## src/rtl/uart_tx_core_if.sv

```systemverilog
// ---------------------------------------------------------------------------
// uart_tx_core_if
//
// Purpose:
//   Bundles the byte-request handshake and the serial line of the UART
//   transmitter so the requester and the core share one connection.
//
// Signals:
//   tx_en    requester -> core   transmit request, level-sensitive
//   tx_data  requester -> core   byte to send, latched when accepted
//   tx       core -> requester   serial line, idle high
//   tx_busy  core -> requester   high while a frame is in flight
//   tx_done  core -> requester   one-cycle pulse when the frame completes
//
// Modports:
//   master   the side issuing requests (echo/test logic, log senders)
//   slave    the transmitter core
// ---------------------------------------------------------------------------
interface uart_tx_core_if;
    logic       tx_en;
    logic [7:0] tx_data;
    logic       tx;
    logic       tx_busy;
    logic       tx_done;

    modport master (
        output tx_en,
        output tx_data,
        input  tx,
        input  tx_busy,
        input  tx_done
    );

    modport slave (
        input  tx_en,
        input  tx_data,
        output tx,
        output tx_busy,
        output tx_done
    );
endinterface

```

## src/rtl/uart_tx_core.sv

```systemverilog
// ---------------------------------------------------------------------------
// uart_tx_core
//
// Purpose:
//   Standalone UART transmitter. Each accepted request sends one byte as
//   start bit, 8 data bits LSB first, optional parity bit and 1 or 2 stop
//   bits. The core has its own baud timer, so it needs no shared uart
//   wrapper.
//
// Parameters:
//   CLK_FREQ   sys_clk frequency in Hz
//   BAUD       line rate in bit/s; CLK_FREQ/BAUD sys_clk cycles per bit (>= 2)
//   PARITY     0 = none, 1 = odd, 2 = even
//   STOP_BITS  1 or 2
//
// Ports:
//   sys_clk    system clock, rising edge
//   rst        asynchronous active-high reset; abandons any frame in flight
//   bus        uart_tx_core_if slave modport (tx_en, tx_data, tx, tx_busy,
//              tx_done)
// ---------------------------------------------------------------------------
module uart_tx_core #(
    parameter int CLK_FREQ  = 30000000,
    parameter int BAUD      = 115200,
    parameter int PARITY    = 0,
    parameter int STOP_BITS = 1
) (
    input  logic           sys_clk,
    input  logic           rst,
    uart_tx_core_if.slave  bus
);

    localparam int DIVISOR = CLK_FREQ / BAUD;
    localparam int TIMER_W = (DIVISOR > 2) ? $clog2(DIVISOR) : 1;
    localparam logic [TIMER_W-1:0] TIMER_MAX = TIMER_W'(DIVISOR - 1);
    localparam logic STOP_LAST = 1'(STOP_BITS - 1);

    typedef enum logic [2:0] {
        S_IDLE,
        S_START,
        S_DATA,
        S_PARITY,
        S_STOP
    } state_t;

    state_t               state_q, state_d;
    logic [TIMER_W-1:0]   timer_q, timer_d;
    logic [2:0]           bit_idx_q, bit_idx_d;
    logic                 stop_cnt_q, stop_cnt_d;
    logic [7:0]           shift_q, shift_d;
    logic                 parity_q, parity_d;
    logic                 tx_q, tx_d;
    logic                 busy_q, busy_d;
    logic                 done_q, done_d;
    logic                 bit_end;

    // The last cycle of every bit time; all state and line changes happen here.
    assign bit_end = (timer_q == TIMER_MAX);

    // State register. The line is a flop so it never glitches during
    // state changes, and reset forces it idle-high immediately.
    always_ff @(posedge sys_clk or posedge rst) begin
        if (rst) begin
            state_q    <= S_IDLE;
            timer_q    <= '0;
            bit_idx_q  <= '0;
            stop_cnt_q <= 1'b0;
            shift_q    <= '0;
            parity_q   <= 1'b0;
            tx_q       <= 1'b1;
            busy_q     <= 1'b0;
            done_q     <= 1'b0;
        end else begin
            state_q    <= state_d;
            timer_q    <= timer_d;
            bit_idx_q  <= bit_idx_d;
            stop_cnt_q <= stop_cnt_d;
            shift_q    <= shift_d;
            parity_q   <= parity_d;
            tx_q       <= tx_d;
            busy_q     <= busy_d;
            done_q     <= done_d;
        end
    end

    // Next-state logic. The value for the next bit is loaded into tx_q on the
    // edge that ends the current bit, so tx changes exactly at bit boundaries.
    always_comb begin
        state_d    = state_q;
        timer_d    = timer_q;
        bit_idx_d  = bit_idx_q;
        stop_cnt_d = stop_cnt_q;
        shift_d    = shift_q;
        parity_d   = parity_q;
        tx_d       = tx_q;
        busy_d     = busy_q;
        done_d     = 1'b0;

        if (state_q != S_IDLE) begin
            timer_d = bit_end ? '0 : timer_q + TIMER_W'(1);
        end

        case (state_q)
            S_IDLE: begin
                tx_d    = 1'b1;
                busy_d  = 1'b0;
                timer_d = '0;
                if (bus.tx_en) begin
                    shift_d    = bus.tx_data;
                    parity_d   = (PARITY == 1) ? ~(^bus.tx_data) : (^bus.tx_data);
                    bit_idx_d  = '0;
                    stop_cnt_d = 1'b0;
                    tx_d       = 1'b0;
                    busy_d     = 1'b1;
                    state_d    = S_START;
                end
            end
            S_START: begin
                if (bit_end) begin
                    tx_d    = shift_q[0];
                    state_d = S_DATA;
                end
            end
            S_DATA: begin
                if (bit_end) begin
                    if (bit_idx_q == 3'd7) begin
                        if (PARITY != 0) begin
                            tx_d    = parity_q;
                            state_d = S_PARITY;
                        end else begin
                            tx_d    = 1'b1;
                            state_d = S_STOP;
                        end
                    end else begin
                        // Shift right so the next data bit is always at bit 1.
                        tx_d      = shift_q[1];
                        shift_d   = {1'b0, shift_q[7:1]};
                        bit_idx_d = bit_idx_q + 3'd1;
                    end
                end
            end
            S_PARITY: begin
                if (bit_end) begin
                    tx_d    = 1'b1;
                    state_d = S_STOP;
                end
            end
            S_STOP: begin
                if (bit_end) begin
                    if (stop_cnt_q == STOP_LAST) begin
                        busy_d  = 1'b0;
                        done_d  = 1'b1;
                        state_d = S_IDLE;
                    end else begin
                        stop_cnt_d = 1'b1;
                    end
                end
            end
            default: begin
                tx_d    = 1'b1;
                busy_d  = 1'b0;
                state_d = S_IDLE;
            end
        endcase
    end

    assign bus.tx      = tx_q;
    assign bus.tx_busy = busy_q;
    assign bus.tx_done = done_q;

endmodule

```

## src/flat_wrapper.sv

```systemverilog
// flat-port wrapper written by rule: the top's interface ports become plain ports
module uart_tx_core_flat 
#(
    parameter int CLK_FREQ  = 30000000,
    parameter int BAUD      = 115200,
    parameter int PARITY    = 0,
    parameter int STOP_BITS = 1
)
  (sys_clk, rst, bus_tx_en, bus_tx_data, bus_tx, bus_tx_busy, bus_tx_done);
  uart_tx_core_if bus_i ();
  input  logic sys_clk;
  input  logic rst;
  input wire logic [$bits(bus_i.tx_en)-1:0] bus_tx_en;
  input wire logic [$bits(bus_i.tx_data)-1:0] bus_tx_data;
  output wire logic [$bits(bus_i.tx)-1:0] bus_tx;
  output wire logic [$bits(bus_i.tx_busy)-1:0] bus_tx_busy;
  output wire logic [$bits(bus_i.tx_done)-1:0] bus_tx_done;
  assign bus_i.tx_en = bus_tx_en;
  assign bus_i.tx_data = bus_tx_data;
  assign bus_tx = bus_i.tx;
  assign bus_tx_busy = bus_i.tx_busy;
  assign bus_tx_done = bus_i.tx_done;
  uart_tx_core #(.CLK_FREQ(CLK_FREQ), .BAUD(BAUD), .PARITY(PARITY), .STOP_BITS(STOP_BITS)) u_core (.sys_clk(sys_clk), .rst(rst), .bus(bus_i));
endmodule
```

## config.mk

```make
export PLATFORM = sky130hd
export DESIGN_NAME = uart_tx_core_flat
export DESIGN_NICKNAME = d
export VERILOG_FILES = /design/src/rtl/uart_tx_core_if.sv /design/src/rtl/uart_tx_core.sv /design/src/flat_wrapper.sv
export SDC_FILE = /design/constraint.sdc
export NUM_CORES = 1
export LEC_CHECK = 0
export ABC_AREA = 1
export CORE_UTILIZATION = 58
export CTS_BUF_LIST = sky130_fd_sc_hd__clkbuf_4 sky130_fd_sc_hd__clkbuf_8
export DETAILED_ROUTE_END_ITERATION = 10
export PLACE_DENSITY = 0.82
export SETUP_SLACK_MARGIN = 0.4
export SLEW_MARGIN = 10
export SYNTH_ARGS = -nofsm -noshare
export SYNTH_HDL_FRONTEND = slang
export SYNTH_SLANG_ARGS = --single-unit
```

## constraint.sdc

```tcl
create_clock -name sys_clk -period 1.89 [get_ports sys_clk]
set_input_delay 0.2835 -clock sys_clk [delete_from_list [all_inputs] [get_ports sys_clk]]
set_output_delay 0.2835 -clock sys_clk [all_outputs]
set_load 0.01 [all_outputs]
```

==> reports/results.txt <==
status: completed
Setup Skew: 4.340 ps
Crit Path Class: reg -> reg
startpoint type of the worst setup path: flip-flop
post-DR wirelength/cell: 12.89 um
dpl cells: 225
Placement Rows: 17
H-tree depth: 1
Slew Viols, Final: 0
RSZ-0062 raised after global routing: no
via count: 1279
fmax: 700.0 MHz
final WL: 3043 um
initial antenna violation count: 0
Slew @ Worst Pin: 405.7 ps
Worst Hold Class: in -> async
Synth Warn #: 0
syn avg cell area: 7.589 sq um
root buf cell: clkbuf_4
post-route cell area: 0.001718 sq mm
Cell Area, Placed: 0.001563 sq mm
drt via density: 5.419
Area Growth Syn to Fin: 23.03%
CP Cell Sequence: inv_2 -> nand2_2 -> nor2_4 -> nand2_2 -> nand2_4 -> nand3_2 -> nand2_1 -> nand2_1
Power, Total: 0.002301 W
Period Utilization, post-route: 0.7559
clk slew on worst S/H paths: 140 ps
Clk Latency, worst-skew pair: 320 ps
ant diodes: 0
leak pwr: 0.9368 nW
synth unique cells: 23
final hold violation count: 0
Post-DRT Antenna Nets: 0
GPL Wtd Cong: 0.9181
Initial DRC Count: 36
core area: 0.002233 sq mm
Post-Syn Area: 0.001396 sq mm
max_cap viols: 0
die area: 0.002608 sq mm
Slowest-stage cell, CP: dfrtp_2
Final HPWL DP: 2111 um
CP peak stage delay: 480 ps
Post-layout nets: 223
CP arrival: 1660 ps
total CTS buffers: 3
CTS tree: done
Main synth FF type: dfrtp_1
setup_tns: 0 ps
ys async rst share: 1.000
Critical Path Fanout Max: 9
die width: 51.07 um
Worst Setup End Kind: flip-flop
Relative slew margins: 0.7292
crit path time final: 1429 ps
num ports: 14
initial core utilization: 0.6252
grt ovf: 0
register bit count reported by yosys: 26
pin count of the biggest net entering global routing: 17
PD cells: 1340 mW/mm^2
CTS sink count: 26
worst path required time: 2120 ps
first drt pass iteration count: 6
clock tree buffer depth: 2
register area share after synthesis: 0.4668
vias in the first global route: 1144
syn nets: 198
first-pass GRT wire length: 4747 um
cells after synthesis: 184
final setup margin: 461.4 ps
number of port buffers: 13
Post-synth EDFFs: 0
Die Y: 51.07 um
GRT Resource Usage Total: 0.2502
# DRC: 0
pre-CTS setup slack: 308.6 ps
layout cells sized above 1: 0.1875
Peak supply drop: 0.001125 V
Setup violations, final: 0
Non-Filler Instances: 236
[registers in the layout (all words and copies together), names as in the netlist]
name                count
u_core.bit_idx_q        3
u_core.bus.tx_busy      1
u_core.bus.tx           1
u_core.timer_q          9
u_core.state_q          3
u_core.bus.tx_done      1
u_core.shift_q          8
[placed cells by master, fill, tap and decap left out, types with 3 or more instances in the layout]
cell type and count:
nand2_1 70, dfrtp_1 23, inv_1 16, nand4_1 13
nor2_1 11, clkdlybuf4s50_1 10, buf_4 8, nand3_1 7
nand2_4 5, nor2_2 4, inv_2 4, a21oi_1 4
nand2_2 3, o21ai_0 3, clkbuf_4 3
[logic make-up after synthesis]
logic type,Yosys count,share of synthesized area
XOR/XNOR,2,0.01255
adder cells (fa/ha/maj),3,0.02688
buffers and inverters,23,0.06899
flip-flops,26,0.4668
AND/OR/NAND/NOR,122,0.3943
AO/OA/AOI/OAI,8,0.03047
[per-layer routing]
layer / part of all wire / up-vias / global-route usage
li1: - / 641 / -
met1: 0.44 / 599 / 0.2766
met2: 0.51 / 33 / 0.4627
met3: 0.035 / 6 / 0.02976
met4: 0.022 / 0 / 0.1296
met5: 0 / - / 0
[worst max-delay path, delay by kind of cell, from the launching register on]
| family | cells | cell delay [ps] |
|---|---|---|
| buf+inv | 1 | 110 |
| flops | 1 | 480 |
| simple gates | 7 | 740 |
[worst paths after layout]
| check | cells past startpoint | startpoint | to | slack [ps] |
|---|---|---|---|---|
| max | 8 | u_core.state_q[0] | u_core.shift_q[0] | 460 |
| min | 2 | rst | u_core.timer_q[0] | 230 |
| max in group asynchronous | 3 | rst | u_core.state_q[0] | 1100 |
| max reg2reg | 8 | u_core.state_q[0] | u_core.shift_q[0] | 460 |
| min in group sys_clk | 1 | u_core.timer_q[0] | u_core.timer_q[0] | 480 |
| min reg2reg | 1 | u_core.timer_q[0] | u_core.timer_q[0] | 480 |
[area by class of cell]
cell class / count / area [sq um]
timing repair buffer: 22 / 201.4
multi-input combinational: 136 / 715.7
clock buffer: 4 / 36.28
tap: 28 / 35.03
sequential: 26 / 654.4
fill: 164 / 515.5
inverter: 20 / 75.07
[report_power, final]
group | total, W | leakage (nW) | switching, W | internal, W
clock | 0.000280 | 0.0210 | 0.000162 | 0.000118
combinational | 0.00109 | 0.583 | 0.000673 | 0.000421
sequential | 0.000927 | 0.333 | 0.000157 | 0.000770
total | 0.00230 | 0.937 | 0.000992 | 0.00131
[synthesized netlist by cell type (2+ instances only)]
cell | count | area (sq um)
nand2_1 | 73 | 274.0
dfrtp_1 | 25 | 625.6
inv_1 | 17 | 63.81
nor2_1 | 14 | 52.55
nand4_1 | 13 | 81.33
nand3_1 | 7 | 35.03
a21oi_1 | 4 | 20.02
nand2_2 | 4 | 25.02
ha_1 | 3 | 37.54
inv_2 | 3 | 11.26
nor3_1 | 3 | 15.01
o21ai_0 | 3 | 15.01
buf_2 | 2 | 10.01
nor2_2 | 2 | 12.51
nor3b_1 | 2 | 15.01
xor2_1 | 2 | 17.52
[timing repair]
| action | in CTS | in global routing |
|---|---|---|
| hold buffers | 0 | 0 |
| gates cloned | 0 | 1 |
| resized for setup | 5 | 17 |
| buffers inserted | 1 | 5 |
| pin swaps | 1 | 4 |
| setup endpoints to repair | 13 | 17 |
[metrics by stage]
step | util | hold slack (ps)
final | 0.7692 | 227.0
after global routing | 0.7692 | 276.7
after CTS | 0.7238 | 244.7
after detailed placement | 0.6997 | 459.8
after global placement | 0.6997 | 453.9
after floorplan | - | 322.8
No activity file was read; power rests on OpenSTA's default activity.
